<file path="src/rtl/medidor_dpwm.sv">
// PWM receive-side meter: high time, period and 4-bit duty code.
// Single clock, synchronous active-high reset.
module medidor_dpwm #(
   parameter int CNT_W = 20
) (
   input  logic             CLK_100MHz,
   input  logic             reset,
   input  logic             pwm_in,
   output logic [CNT_W-1:0] alto,
   output logic [CNT_W-1:0] periodo,
   output logic [3:0]       cuenta_CT,
   output logic             medida_lista,
   output logic             medida_valida,
   output logic             sin_senal
);

   typedef enum logic [1:0] {
      ESPERA,
      ALTO,
      BAJO
   } estado_t;

   localparam logic [CNT_W-1:0] CNT_MAX = '1;
   localparam logic [CNT_W-1:0] CNT_UNO = CNT_W'(1);
   localparam logic [CNT_W-1:0] P_MIN   = CNT_W'(5);

   logic [2:0]       sinc_q;
   logic             sube_q;
   logic             baja_q;
   estado_t          estado_q;
   logic [CNT_W-1:0] cnt_q;
   logic [CNT_W-1:0] h_q;
   logic [CNT_W-1:0] div_h_q;
   logic [CNT_W-1:0] div_p_q;
   logic [CNT_W:0]   rem_q;
   logic [3:0]       coc_q;
   logic [1:0]       it_q;
   logic             busy_q;
   logic [CNT_W-1:0] alto_q;
   logic [CNT_W-1:0] periodo_q;
   logic [3:0]       ct_q;
   logic             lista_q;
   logic             valida_q;
   logic             sin_q;

   logic [CNT_W-1:0] cnt_d;
   logic [CNT_W:0]   rem_sh;
   logic [CNT_W:0]   rem_d;
   logic             q_bit;
   logic [3:0]       coc_d;
   logic             div_libre;

   // Metastability guard only; left unreset so a level already high
   // at reset release does not look like a fresh rising edge.
   always_ff @(posedge CLK_100MHz) begin
      sinc_q <= {sinc_q[1:0], pwm_in};
   end

   always_ff @(posedge CLK_100MHz) begin
      if (reset) begin
         sube_q <= 1'b0;
         baja_q <= 1'b0;
      end else begin
         sube_q <= sinc_q[1] & ~sinc_q[2];
         baja_q <= ~sinc_q[1] & sinc_q[2];
      end
   end

   always_comb begin
      cnt_d  = (cnt_q == CNT_MAX) ? cnt_q : cnt_q + CNT_UNO;
      rem_sh = rem_q << 1;
      q_bit  = rem_sh >= {1'b0, div_p_q};
      rem_d  = q_bit ? rem_sh - {1'b0, div_p_q} : rem_sh;
      coc_d  = {coc_q[2:0], q_bit};
      // The output cycle still counts as busy: it sets the 6-cycle floor.
      div_libre = ~busy_q & ~lista_q;
   end

   always_ff @(posedge CLK_100MHz) begin
      if (reset) begin
         estado_q  <= ESPERA;
         cnt_q     <= '0;
         h_q       <= '0;
         div_h_q   <= '0;
         div_p_q   <= '0;
         rem_q     <= '0;
         coc_q     <= '0;
         it_q      <= '0;
         busy_q    <= 1'b0;
         alto_q    <= '0;
         periodo_q <= '0;
         ct_q      <= '0;
         lista_q   <= 1'b0;
         valida_q  <= 1'b0;
         sin_q     <= 1'b1;
      end else begin
         lista_q <= 1'b0;
         if (busy_q) begin
            rem_q <= rem_d;
            coc_q <= coc_d;
            it_q  <= it_q + 2'd1;
            if (it_q == 2'd3) begin
               busy_q    <= 1'b0;
               alto_q    <= div_h_q;
               periodo_q <= div_p_q;
               ct_q      <= coc_d;
               lista_q   <= 1'b1;
               valida_q  <= 1'b1;
               sin_q     <= 1'b0;
            end
         end
         unique case (estado_q)
            ESPERA: begin
               if (sube_q) begin
                  estado_q <= ALTO;
                  cnt_q    <= CNT_UNO;
               end
            end
            ALTO: begin
               if (baja_q) begin
                  h_q      <= cnt_q;
                  cnt_q    <= cnt_d;
                  estado_q <= BAJO;
               end else if (cnt_q == CNT_MAX) begin
                  estado_q <= ESPERA;
                  sin_q    <= 1'b1;
                  valida_q <= 1'b0;
                  ct_q     <= 4'd15;
               end else begin
                  cnt_q <= cnt_d;
               end
            end
            BAJO: begin
               if (sube_q) begin
                  if (div_libre && cnt_q > P_MIN) begin
                     div_h_q <= h_q;
                     div_p_q <= cnt_q;
                     rem_q   <= {1'b0, h_q};
                     coc_q   <= '0;
                     it_q    <= '0;
                     busy_q  <= 1'b1;
                  end
                  cnt_q    <= CNT_UNO;
                  estado_q <= ALTO;
               end else if (cnt_q == CNT_MAX) begin
                  estado_q <= ESPERA;
                  sin_q    <= 1'b1;
                  valida_q <= 1'b0;
                  ct_q     <= 4'd0;
               end else begin
                  cnt_q <= cnt_d;
               end
            end
            default: estado_q <= ESPERA;
         endcase
      end
   end

   assign alto          = alto_q;
   assign periodo       = periodo_q;
   assign cuenta_CT     = ct_q;
   assign medida_lista  = lista_q;
   assign medida_valida = valida_q;
   assign sin_senal     = sin_q;

endmodule

</file>
<file path="config.mk">
export PLATFORM = sky130hd
export DESIGN_NAME = medidor_dpwm
export DESIGN_NICKNAME = d
export VERILOG_FILES = /design/src/rtl/medidor_dpwm.sv
export SDC_FILE = /design/constraint.sdc
export NUM_CORES = 1
export LEC_CHECK = 0
export ABC_AREA = 1
export BUFFER_PORTS_ARGS = -buffer_cell sky130_fd_sc_hd__buf_2
export CORE_MARGIN = 3
export CORE_UTILIZATION = 35
export DETAILED_ROUTE_END_ITERATION = 7
export HOLD_SLACK_MARGIN = 0.06
export SETUP_SLACK_MARGIN = 0.05
export SLEW_MARGIN = 20
export SYNTH_ARGS = -nofsm -noshare
export SYNTH_HDL_FRONTEND = slang
export SYNTH_SLANG_ARGS = --single-unit
</file>
<file path="constraint.sdc">
create_clock -name CLK_100MHz -period 2.8 [get_ports CLK_100MHz]
set_input_delay 0.28 -clock CLK_100MHz [delete_from_list [all_inputs] [get_ports CLK_100MHz]]
set_output_delay 0.28 -clock CLK_100MHz [all_outputs]
set_load 0.01 [all_outputs]
</file>
## Word level (Yosys, flattened, before mapping)

Index checks and enable logic that the tools add are counted.

- Register bits: 162
- Input port bits: 3
- Output and inout port bits: 47
- Logic and storage cells: 92

- Add/sub/neg operators: 3
- $lt $le $gt $ge: 2
- Equal/unequal tests: 5
- Multiplexer cells: 49
- Bitwise gates (word level): 7
- Reduce and logical (&&, ||, !) cells: 8

Operators by type and width:

| operator | count |
|---|---|
| $mux 21 | 5 |
| $mux 20 | 5 |
| $pmux 20 s3 | 1 |
| $mux 4 | 10 |
| $ge 21x20->1 | 1 |
| $sub 21x20->21 | 1 |
| $add 20x1->20 const B | 1 |
| $eq 20x20->1 const B | 1 |
| $gt 20x3->1 const B | 1 |
| $mux 1 | 16 |
| $mux 2 | 8 |
| $pmux 4 s2 | 1 |
| $pmux 2 s3 | 1 |
| $reduce_and 2->1 | 3 |
| $eq 2x2->1 const B | 2 |
| $not 1->1 | 4 |
| $pmux 1 s2 | 2 |
| $and 1x1->1 | 3 |
| $reduce_and 3->1 | 1 |
| $reduce_bool 3->1 | 1 |
| $add 2x1->2 const B | 1 |
| $eq 2x1->1 const B | 1 |
| $logic_not 2->1 | 1 |
| $ne 2x2->1 const B | 1 |
| other kinds (2) | 2 |

## Depth between registers and ports, before layout

Gate-level depths: netlist (run 1).

- Depth in word-level cells: 6
- Gate-level depth with buffers: 17
- Gate-level depth less buffers: 17

## Worst setup path after synthesis (run 1)

OpenSTA, ideal clock, no wires.

- Path kind: reg-to-reg
- Start point: register div_p_q[10]
- End point: register rem_q[7]
- Library setup time: 0.114 ns
- Arrival time: 1.830 ns
- Required time: 2.686 ns
- Setup slack: 0.856 ns
- Stages on the path, launching flop included: 16
- Buffers on the path: 1
- Clock period less this slack: 1.944 ns
- Cells stage by stage: dfxtp_1 inv_1 ha_1 nand2_1 inv_2 nand2_1 inv_1 a21oi_1 nand2_1 nand2_2 buf_2 nand3_1 nand3_1 o21ai_1 nand2_1 nand2_1

- Cells in the longest elaborated chain, start to end: 6

RTL lines:

| element | line | source |
|---|---|---|
| from (decl) | 34 | `logic [CNT_W-1:0] div_p_q;` |
| from (signal assigned) | 137 | `div_p_q <= cnt_q;` |
| $ge 21x20->1 * | 72 | `q_bit = rem_sh >= {1'b0, div_p_q};` |
| $mux 21 * | 73 | `rem_d = q_bit ? rem_sh - {1'b0, div_p_q} : rem_sh;` |
| $mux 21 * | 98 | `if (busy_q) begin` |
| $mux 21 | 135 | `if (div_libre && cnt_q > P_MIN) begin` |
| $mux 21 | 134 | `if (sube_q) begin` |
| $mux 21 * | 112 | `unique case (estado_q)` |
| to (signal assigned) | 99 | `rem_q <= rem_d;` |
| to (signal assigned) | 138 | `rem_q <= {1'b0, h_q};` |
| to (decl) | 35 | `logic [CNT_W:0] rem_q;` |

Every way passes the cells marked *; elsewhere a longest branch is shown, timed or not.
A chain may end at the register's enable or synchronous reset.

## Final worst setup path (run 1)

- Start point: register div_p_q[15]
- End point: register rem_q[17]

- Cells in the longest elaborated chain, start to end: 6
- Elaborated cells between the ends (all ways): 7
- Classes of those cells: add/sub: 1; order compare: 1; mux: 5

RTL lines:

| element | line |
|---|---|
| $sub 21x20->21 or $ge 21x20->1 (tied branches) | 73, 72 |
| $mux 21 * | 73 |
| $mux 21 * | 98 |
| $mux 21 | 135 |
| $mux 21 | 134 |
| $mux 21 * | 112 |

Marks and branches as above.

==> flow_metrics.py, run 1 <==
metrics = {
    "outcome": {
        "status": "finished clean",
    },
    "route": {
        "drt_wl_total_um": 23700,
        "via_per_inst": 4.92,
        "routedWlPerCell_um": 15.1,
        "vias": 7709,
        "drtPass1Iterations": 5,
        "route.detailed.drc": 0,
        "postRouteAntennaNets": 0,
        "drt_iter0_markers": 541,
    },
    "synth": {
        "synth-async-reset-ratio": 0,
        "yosysSeqAreaShare": 0.389,
        "synth_fp_nets": 1240,
        "syn-mean-instance-area_um2": 6.81,
        "synth_ff_type": "dfxtp_1",
        "synth_area_leaders": "dfxtp_1, nand2_1, o21ai_0",
        "syn_area_um2": 8230,
        "synth_area_leader_cell": "dfxtp_1",
        "synth_edf_count": 0,
        "synth_top_area_frac": 0.389,
        "synth_cells": 1208,
        "synth-seq-cells": 160,
        "synth-warning-count": 0,
        "yosysUniqueCellTypes": 41,
    },
    "final_layout": {
        "drive_above_1_share": 0.108,
        "layout.nets": 1274,
        "final_core_util": 0.410,
        "seqCellArea_um2": 3200,
        "diodes": 0,
        "fillCellCount": 2473,
        "multiInputGateArea_um2": 4310,
        "area_growth_pct": 13.8,
    },
    "power": {
        "power.leakage_nw": 4.46,
        "vdd_drop_max_mv": 0.337,
        "p_per_area_nw_per_um2": 515,
    },
    "global_routing": {
        "grt_pass1_wl_um": 38700,
        "grt_usage": 0.188,
        "first_global_vias": 7243,
        "grt_max_degree": 63,
        "antenna_found_initial": 0,
        "grt.overflow.total": 0,
    },
    "clock_tree": {
        "cts_max_level": 4,
        "clk_pin_slew_ns": 0.07,
        "cts_setup_buffers": 0,
        "clockRootBuffer": "clkbuf_16",
        "clkSinkCount": 160,
        "clk_path_buf_depth": 2,
        "cts_resized": 0,
        "cts_made_buffers": 17,
        "clk_latency_ns": 0.44,
        "cts_tree": "built",
        "cts_hold_buf": 1,
    },
    "die": {
        "rows": 55,
        "die-area_um2": 25400,
        "die_h_um": 159,
        "initial_core_util": 0.360,
        "core_um2": 22800,
        "pin_count": 50,
        "fp.dieW_um": 159,
    },
    "sta": {
        "finalHoldViolCount": 0,
        "tightest_slew_ns": 0.748,
        "rsz0062_at_grt": "false",
        "setup_viol": 0,
        "fmax_mhz": 419,
        "tns_ns": 0,
        "fin_worst_skew_ns": 0.0104,
        "slew_viol_final": 0,
        "slew_headroom": 0.497,
        "whs_ns": 0.324,
        "period_needed_ns": 2.39,
        "setup_ws_ns": 0.412,
        "layout_worst_path_cycle_share": 0.853,
    },
    "hold_path": {
        "min_path_type": "in -> reg",
        "holdCritStartpoint": "reset",
    },
    "place": {
        "place_ws_ns": 0.463,
        "gp_congestion": 0.904,
        "port_buffers": 49,
        "hpwlAfterDp_um": 17900,
    },
    "worst_setup_path": {
        "end_kind": "flop",
        "cp-start-kind": "flop",
        "crit_arrival_ns": 2.76,
        "crit_start": "div_p_q[15]$_SDFFE_PP0P_",
        "timing.rr.start": "div_p_q[15]$_SDFFE_PP0P_",
        "critPathKind": "reg -> reg",
        "required_ns": 3.17,
        "critPathMaxFanout": 21,
    },
    "flow_run": {
        "maxCapViolCount": 0,
    },
}
## power by group
group          total, mW  leakage, nW  switching (mW)  internal [mW]
Clock               2.29        0.282            1.04           1.26
Combinational      0.210         2.89           0.151         0.0596
Sequential          2.31         1.29          0.0152           2.30
## worst max-delay path, stage by stage, from the launching register on
cell,delay (ns)
dfxtp_1,0.31
inv_1,0.06
ha_1,0.40
nand2_1,0.14
nor2_1,0.16
nand2_1,0.11
o21bai_1,0.24
nor2_4,0.06
nand2_2,0.34
nand2_1,0.20
nand2_1,0.10
nand2_1,0.05
nand2_1,0.05
nand2_1,0.05
nand2_1,0.06
## cells in the final DEF, fill, tap and decap left out, drive strengths merged
master / count
nand2: 350
dfxtp: 160
inv: 127
nor2: 116
o21ai: 110
nand3: 94
a21oi: 93
buf: 70
ha: 28
nand3b: 18
clkbuf: 18
nor3: 12
nand4: 11
xnor2: 8
xor2: 7
clkinv: 6
nor4: 5
o21bai: 4
o211ai: 3
or2: 2
a31o: 2
a31oi: 2
a211oi: 2
a21boi: 1
and2: 1
o22ai: 1
fa: 1
bufinv: 1
clkinvlp: 1
dlygate4sd3: 1
## worst paths after layout
kind | end | slack, ns | cells after the start
max reg2reg | rem_q[17]$_SDFF_PP0_ | 0.41 | 14
min reg2reg | sinc_q[1]$_DFF_P_ | 0.33 | 0
max | rem_q[17]$_SDFF_PP0_ | 0.41 | 14
min | busy_q$_SDFF_PP0_ | 0.32 | 2
## state kept, by name, indices dropped and copies added (netlist names), 2 cells and up, named ones only
name,cells
alto,20
cnt_q,20
div_h_q,20
div_p_q,20
h_q,20
periodo,20
rem_q,20
coc_q,3
cuenta_CT,3
sinc_q,3
estado_q,2
it_q,2
## layout make-up
cell class / instances / share of cell area
tap: 313 / 0.0419
multi-input combinational: 871 / 0.460
timing repair buffer: 71 / 0.0455
inverter: 121 / 0.0485
sequential: 160 / 0.342
clock buffer: 18 / 0.0459
clock inverter: 14 / 0.0156
## cells in the mapped netlist (2+ instances only)
cell type,n
dfxtp_1,160
nand2_2,10
nand4_1,10
xnor2_1,8
clkbuf_1,30
nor2_8,2
nor4_1,5
clkbuf_2,2
or2_2,2
a31o_2,2
nand2_4,4
nor2_2,6
ha_1,28
clkinv_1,2
o21bai_1,4
nor3_1,11
a31oi_1,2
buf_6,4
inv_1,116
inv_2,3
nand2_1,336
a21oi_1,92
buf_2,14
buf_1,6
o211ai_1,3
nor2_1,107
xor2_1,7
nand3_1,93
a211oi_1,2
o21ai_0,104
nand3b_1,18
o21ai_1,6
## kinds of logic after synthesis
| family | count (synthesis) | synth area share |
|---|---|---|
| flip-flops | 160 | 0.389 |
| buffers and inverters | 177 | 0.0869 |
| XOR/XNOR | 15 | 0.0160 |
| AND/OR/NAND/NOR | 609 | 0.325 |
| AO/OA/AOI/OAI | 218 | 0.138 |
| adder cells (fa/ha/maj) | 29 | 0.0450 |
## through the flow
stage	instances	total power, mW	instance area (um^2)
floorplan	1208	2.50	8230
global placement	1535	2.57	8770
detailed placement	1535	2.57	8770
CTS	1568	4.87	9360
global route	1568	4.99	9360
finish	1568	4.82	9360
## metal layers
| layer | vias up | routed length [um] | track usage | share of wire |
|---|---|---|---|---|
| li1 | 3980 | - | - | - |
| met1 | 3530 | 10900 | 0.249 | 0.46 |
| met2 | 171 | 11200 | 0.313 | 0.47 |
| met3 | 28 | 1130 | 0.0338 | 0.048 |
| met4 | 0 | 488 | 0.0561 | 0.021 |
| met5 | - | 0 | 0 | 0 |
Note: power is estimated with default switching activity, not from simulation.
==> run 2, diff against run 1 <==
--- a/config.mk
+++ b/config.mk
@@ -8,7 +8,8 @@
 export ABC_AREA = 1
 export BUFFER_PORTS_ARGS = -buffer_cell sky130_fd_sc_hd__buf_2
 export CORE_MARGIN = 3
-export CORE_UTILIZATION = 35
+export CORE_UTILIZATION = 30
+export CTS_CLUSTER_DIAMETER = 60
 export DETAILED_ROUTE_END_ITERATION = 7
 export HOLD_SLACK_MARGIN = 0.06
 export SETUP_SLACK_MARGIN = 0.05
==> constraint.sdc (replaced) <==
create_clock -name CLK_100MHz -period 2.7 [get_ports CLK_100MHz]
set_input_delay 0.27 -clock CLK_100MHz [delete_from_list [all_inputs] [get_ports CLK_100MHz]]
set_output_delay 0.27 -clock CLK_100MHz [all_outputs]
set_load 0.01 [all_outputs]
==> flow_metrics.py, run 2 (synthesis results as in run 1) <==
metrics = {
    "outcome": {
        "status": "finished clean",
    },
    "power": {
        "internal-power_mw": 3.77,
        "p_total_mw": 5.01,
        "swShare": 0.248,
        "power.leakage_nw": 4.45,
        "switchingPower_mw": 1.24,
        "seq_power_share": 0.480,
        "pwr-share-clk": 0.479,
        "p_per_area_nw_per_um2": 533,
        "p_comb_frac": 0.041,
        "vdd_drop_max_mv": 0.350,
    },
    "clock_tree": {
        "clk_path_buf_depth": 2,
        "clk_latency_ns": 0.43,
        "clkSinkCount": 160,
        "clk_pin_slew_ns": 0.07,
        "cts_made_buffers": 17,
        "cts_resized": 0,
        "cts_max_level": 4,
        "clockRootBuffer": "clkbuf_16",
        "cts_tree": "built",
    },
    "sta": {
        "rsz0062_at_grt": "false",
        "fin_worst_skew_ns": 0.0127,
        "tns_ns": 0,
        "setup_viol": 0,
        "period_needed_ns": 2.38,
        "slew_viol_final": 0,
        "slew_headroom": 0.468,
        "layout_worst_path_cycle_share": 0.882,
        "fmax_mhz": 420,
        "finalHoldViolCount": 0,
        "tightest_slew_ns": 0.792,
    },
    "die": {
        "rows": 59,
        "initial_core_util": 0.310,
        "fp.dieW_um": 172,
        "die-area_um2": 29400,
        "pin_count": 50,
        "core_um2": 26500,
        "die_h_um": 172,
    },
    "final_layout": {
        "layout.nets": 1273,
        "drive_above_1_share": 0.108,
        "final_common_cell": "nand2_1",
        "area_growth_pct": 14.3,
        "mostFrequentLayoutCells": "nand2_1, dfxtp_1, inv_1, nor2_1, o21ai_0",
        "diodes": 0,
    },
    "worst_setup_path": {
        "crit_arrival_ns": 2.70,
        "critPathKind": "reg -> reg",
        "cp-start-kind": "flop",
        "critPathMaxFanout": 11,
        "required_ns": 3.02,
        "end_kind": "flop",
    },
    "route": {
        "routedWlPerCell_um": 15.0,
        "drt_iter0_markers": 563,
        "drt_wl_total_um": 23900,
        "drtPass1Iterations": 5,
        "route.detailed.drc": 0,
        "postRouteAntennaNets": 0,
        "vias": 7666,
        "via_per_inst": 4.82,
    },
    "flow_run": {
        "maxCapViolCount": 0,
    },
    "global_routing": {
        "grt_usage": 0.167,
        "grt.overflow.total": 0,
        "first_global_vias": 7321,
        "grt_pass1_wl_um": 39100,
        "grt_max_degree": 102,
        "antenna_found_initial": 0,
    },
    "place": {
        "hpwlAfterDp_um": 17800,
        "port_buffers": 49,
        "gp_congestion": 0.922,
    },
    "hold_path": {
        "min_path_type": "in -> reg",
    },
}
run 2: cell count changes in the layout (fill, tap and decap cells not counted), sizes merged:
| cell | before | now |
|---|---|---|
| clkinv | 6 | 4 |
| buf | 70 | 69 |
| inv | 127 | 126 |
| clkbuf | 18 | 19 |
| clkinvlp | 1 | 3 |
run 2: repair_timing:
action	CTS	global route
buffers inserted	0	1
hold buffers	1	0
endpoints found under the hold margin	1	0
endpoints found under the setup margin	0	15
run 2: cell type report:
| type | instances | area (um^2) |
|---|---|---|
| clock inverter | 13 | 144 |
| sequential | 160 | 3200 |
| clock buffer | 19 | 443 |
| inverter | 121 | 454 |
| timing repair buffer | 70 | 430 |
| fill | 2835 | 17100 |
| tap | 335 | 419 |
| multi-input combinational | 871 | 4310 |
run 2: final timing paths:
kind / endpoint / startpoint / cells past startpoint / slack, ns
max: rem_q[18]$_SDFF_PP0_ / div_p_q[5]$_SDFFE_PP0P_ / 14 / 0.32
min: cnt_q[3]$_SDFFE_PP0P_ / reset / 4 / 0.22
max reg2reg: rem_q[18]$_SDFF_PP0_ / div_p_q[5]$_SDFFE_PP0P_ / 14 / 0.32
min reg2reg: sinc_q[1]$_DFF_P_ / sinc_q[0]$_DFF_P_ / 0 / 0.33
run 2: routing by layer:
| metal | part of all wire | wire (um) | track usage | vias to the layer above |
|---|---|---|---|---|
| li1 | - | - | - | 3977 |
| met1 | 0.45 | 10800 | 0.216 | 3452 |
| met2 | 0.47 | 11300 | 0.279 | 198 |
| met3 | 0.051 | 1210 | 0.0356 | 39 |
| met4 | 0.022 | 535 | 0.0546 | 0 |
| met5 | 0 | 0 | 0 | - |
run 2: stage by stage:
step | hold WS, ns | cells | setup WS, ns | util | area, um^2
3_5_place_dp | 0.315 | 1555 | 0.194 | 0.332 | 8800
5_1_grt | 0.241 | 1589 | 0.0686 | 0.355 | 9400
4_1_cts | 0.216 | 1588 | 0.133 | 0.354 | 9390
3_3_place_gp | 0.310 | 1555 | 0.264 | 0.332 | 8800
6_report | 0.221 | 1589 | 0.320 | 0.355 | 9400
2_1_floorplan | 0.298 | 1208 | 0.756 | - | 8230
run 2: power by group through the flow:
| stage | Combinational, mW | Sequential (mW) | Clock (mW) |
|---|---|---|---|
| finish | 0.206 | 2.40 | 2.40 |
| global route | 0.237 | 2.41 | 2.55 |
| CTS | 0.208 | 2.40 | 2.45 |
| detailed placement | 0.206 | 2.46 | 0 |
| global placement | 0.203 | 2.46 | 0 |
| floorplan | 0.143 | 2.45 | 0 |
run 2: worst max-delay path, cell delays in order (launching register included):
cell      delay [ns]
dfxtp_1         0.31
inv_1           0.08
ha_1            0.36
nand2_1         0.12
nor2_1          0.22
nand3_1         0.11
o21bai_1        0.23
nor2_4          0.08
nand2_2         0.19
buf_4           0.24
nand3_1         0.12
nand2_1         0.08
nand2_1         0.04
nand2_1         0.05
nand2_1         0.05
==> run 3, diff against run 2 <==
--- a/config.mk
+++ b/config.mk
@@ -7,11 +7,15 @@
 export LEC_CHECK = 0
 export ABC_AREA = 1
 export BUFFER_PORTS_ARGS = -buffer_cell sky130_fd_sc_hd__buf_2
+export CELL_PAD_IN_SITES_DETAIL_PLACEMENT = 2
+export CELL_PAD_IN_SITES_GLOBAL_PLACEMENT = 2
 export CORE_MARGIN = 3
 export CORE_UTILIZATION = 30
+export CTS_BUF_LIST = sky130_fd_sc_hd__clkbuf_16
 export CTS_CLUSTER_DIAMETER = 60
 export DETAILED_ROUTE_END_ITERATION = 7
 export HOLD_SLACK_MARGIN = 0.06
+export PLACE_DENSITY_LB_ADDON = 0.1
 export SETUP_SLACK_MARGIN = 0.05
 export SLEW_MARGIN = 20
 export SYNTH_ARGS = -nofsm -noshare
==> flow_metrics.py, run 3 (synthesis results as in run 1) <==
metrics = {
    "outcome": {
        "status": "finished clean",
    },
    "die": {
        "pin_count": 50,
        "core_um2": 26500,
        "fp.dieW_um": 172,
        "rows": 59,
        "die-area_um2": 29400,
        "die_h_um": 172,
        "initial_core_util": 0.310,
    },
    "clock_tree": {
        "clk_path_buf_depth": 2,
        "cts_made_buffers": 17,
        "cts_tree": "built",
        "clockRootBuffer": "clkbuf_16",
        "clkSinkCount": 160,
        "cts_max_level": 4,
        "clk_pin_slew_ns": 0.07,
        "clk_latency_ns": 0.44,
    },
    "sta": {
        "setup_viol": 0,
        "slew_headroom": 0.538,
        "rsz0062_at_grt": "false",
        "slew_viol_final": 0,
        "fmax_mhz": 415,
        "finalHoldViolCount": 0,
        "setup_ws_ns": 0.289,
        "layout_worst_path_cycle_share": 0.893,
        "tns_ns": 0,
        "period_needed_ns": 2.41,
        "fin_worst_skew_ns": 0.0120,
        "tightest_slew_ns": 0.693,
    },
    "hold_path": {
        "hold_path_end": "it_q[0]$_SDFF_PP0_",
        "min_path_type": "in -> reg",
        "holdCritStartpoint": "reset",
        "min_path_cells": 4,
    },
    "final_layout": {
        "layout.nets": 1286,
        "mostFrequentLayoutCells": "nand2_1, dfxtp_1, inv_1, nor2_1, o21ai_0",
        "fin_area_um2": 9510,
        "final_common_cell": "nand2_1",
        "fillCellCount": 3206,
        "diodes": 0,
        "seqCellArea_um2": 3200,
        "drive_above_1_share": 0.119,
        "multiInputGateArea_um2": 4320,
        "area_growth_pct": 15.6,
    },
    "worst_setup_path": {
        "critPathKind": "reg -> reg",
        "timing.rr.start": "cnt_q[0]$_SDFFE_PP0P_",
        "end_kind": "flop",
        "required_ns": 3.07,
        "cp-start-kind": "flop",
        "critPathMaxFanout": 40,
        "reg2reg_depth": 13,
        "crit_arrival_ns": 2.78,
        "rr_endpoint": "rem_q[13]$_SDFF_PP0_",
        "crit_start": "cnt_q[0]$_SDFFE_PP0P_",
        "r2r_slack_ns": 0.29,
    },
    "power": {
        "vdd_drop_max_mv": 0.438,
        "p_per_area_nw_per_um2": 540,
        "power.leakage_nw": 4.53,
    },
    "route": {
        "via_per_inst": 5.03,
        "drt_wl_total_um": 30800,
        "route.detailed.drc": 0,
        "drtPass1Iterations": 5,
        "postRouteAntennaNets": 0,
        "routedWlPerCell_um": 19.3,
        "drt_iter0_markers": 490,
        "vias": 8051,
    },
    "place": {
        "gp_congestion": 0.850,
        "place_ws_ns": 0.236,
        "placed_area_um2": 8890,
        "hpwlAfterDp_um": 23400,
        "port_buffers": 49,
    },
    "global_routing": {
        "grt_usage": 0.214,
        "grt_pass1_wl_um": 48000,
        "first_global_vias": 8323,
        "grt.overflow.total": 0,
        "antenna_found_initial": 1,
        "grt_max_degree": 64,
    },
    "flow_run": {
        "maxCapViolCount": 0,
    },
}
## run 3: changes by cell type in the layout (fill, tap and decap cells not counted), sizes merged
cell      previous run  this run
buf                 69        82
bufinv               1         3
clkbuf              19        17
clkinv               4         5
clkinvlp             3         2
inv                126       124
## run 3: layer usage
layer	share of wire	global-route usage	vias up
li1	-	-	3986
met1	0.48	0.278	3972
met2	0.49	0.377	74
met3	0.021	0.0347	17
met4	0.0089	0.0392	2
met5	0.00042	0	-
## run 3: how the worst max path moves through the flow
| stage | slack, ns | endpoint | cells after the start |
|---|---|---|---|
| after detailed placement | 0.24 | rem_q[19]$_SDFF_PP0_ | 16 |
| final | 0.29 | rem_q[13]$_SDFF_PP0_ | 13 |
| after floorplan | 0.76 | rem_q[7]$_SDFF_PP0_ | 15 |
| after global routing | 0.05 | rem_q[8]$_SDFF_PP0_ | 16 |
| after global placement | 0.29 | rem_q[18]$_SDFF_PP0_ | 14 |
| after CTS | 0.20 | rem_q[13]$_SDFF_PP0_ | 13 |
## run 3: stage by stage
step | hold WS (ns) | util | power, mW | instances
after global placement | 0.311 | 0.335 | 2.67 | 1569
after detailed placement | 0.319 | 0.335 | 2.68 | 1569
final | 0.311 | 0.359 | 5.13 | 1600
after CTS | 0.287 | 0.358 | 5.20 | 1600
after floorplan | 0.298 | - | 2.59 | 1208
after global routing | 0.330 | 0.359 | 5.32 | 1600
## run 3: layout make-up
class | count | area share
clock inverter | 13 | 0.0174
tap | 335 | 0.0441
multi-input combinational | 871 | 0.454
clock buffer | 17 | 0.0447
timing repair buffer | 83 | 0.0550
inverter | 121 | 0.0481
sequential | 160 | 0.337
## run 3: worst max-delay path, stage by stage (launching register included)
cell and delay, ns:
dfxtp_1 0.37, inv_1 0.21, ha_1 0.18, inv_1 0.04, nand2_1 0.05, nor2_1 0.06
nor4_1 0.17, nand4_1 0.20, nand2_1 0.20, nand2_1 0.21, inv_1 0.14, buf_6 0.30
nand2_1 0.11, nand2_1 0.07
## run 3: power breakdown
part / internal, mW / switching [mW]
Clock: 1.45 / 1.06
Combinational: 0.0640 / 0.159
Sequential: 2.38 / 0.0187
## run 3: repair_timing
| item | 4_1_cts | 5_1_grt |
|---|---|---|
| setup endpoints to repair | 0 | 45 |
| buffers inserted | 0 | 0 |
| endpoints found under the hold margin | 1 | 0 |
| gates resized for setup | 0 | 7 |
| hold buffers | 1 | 0 |
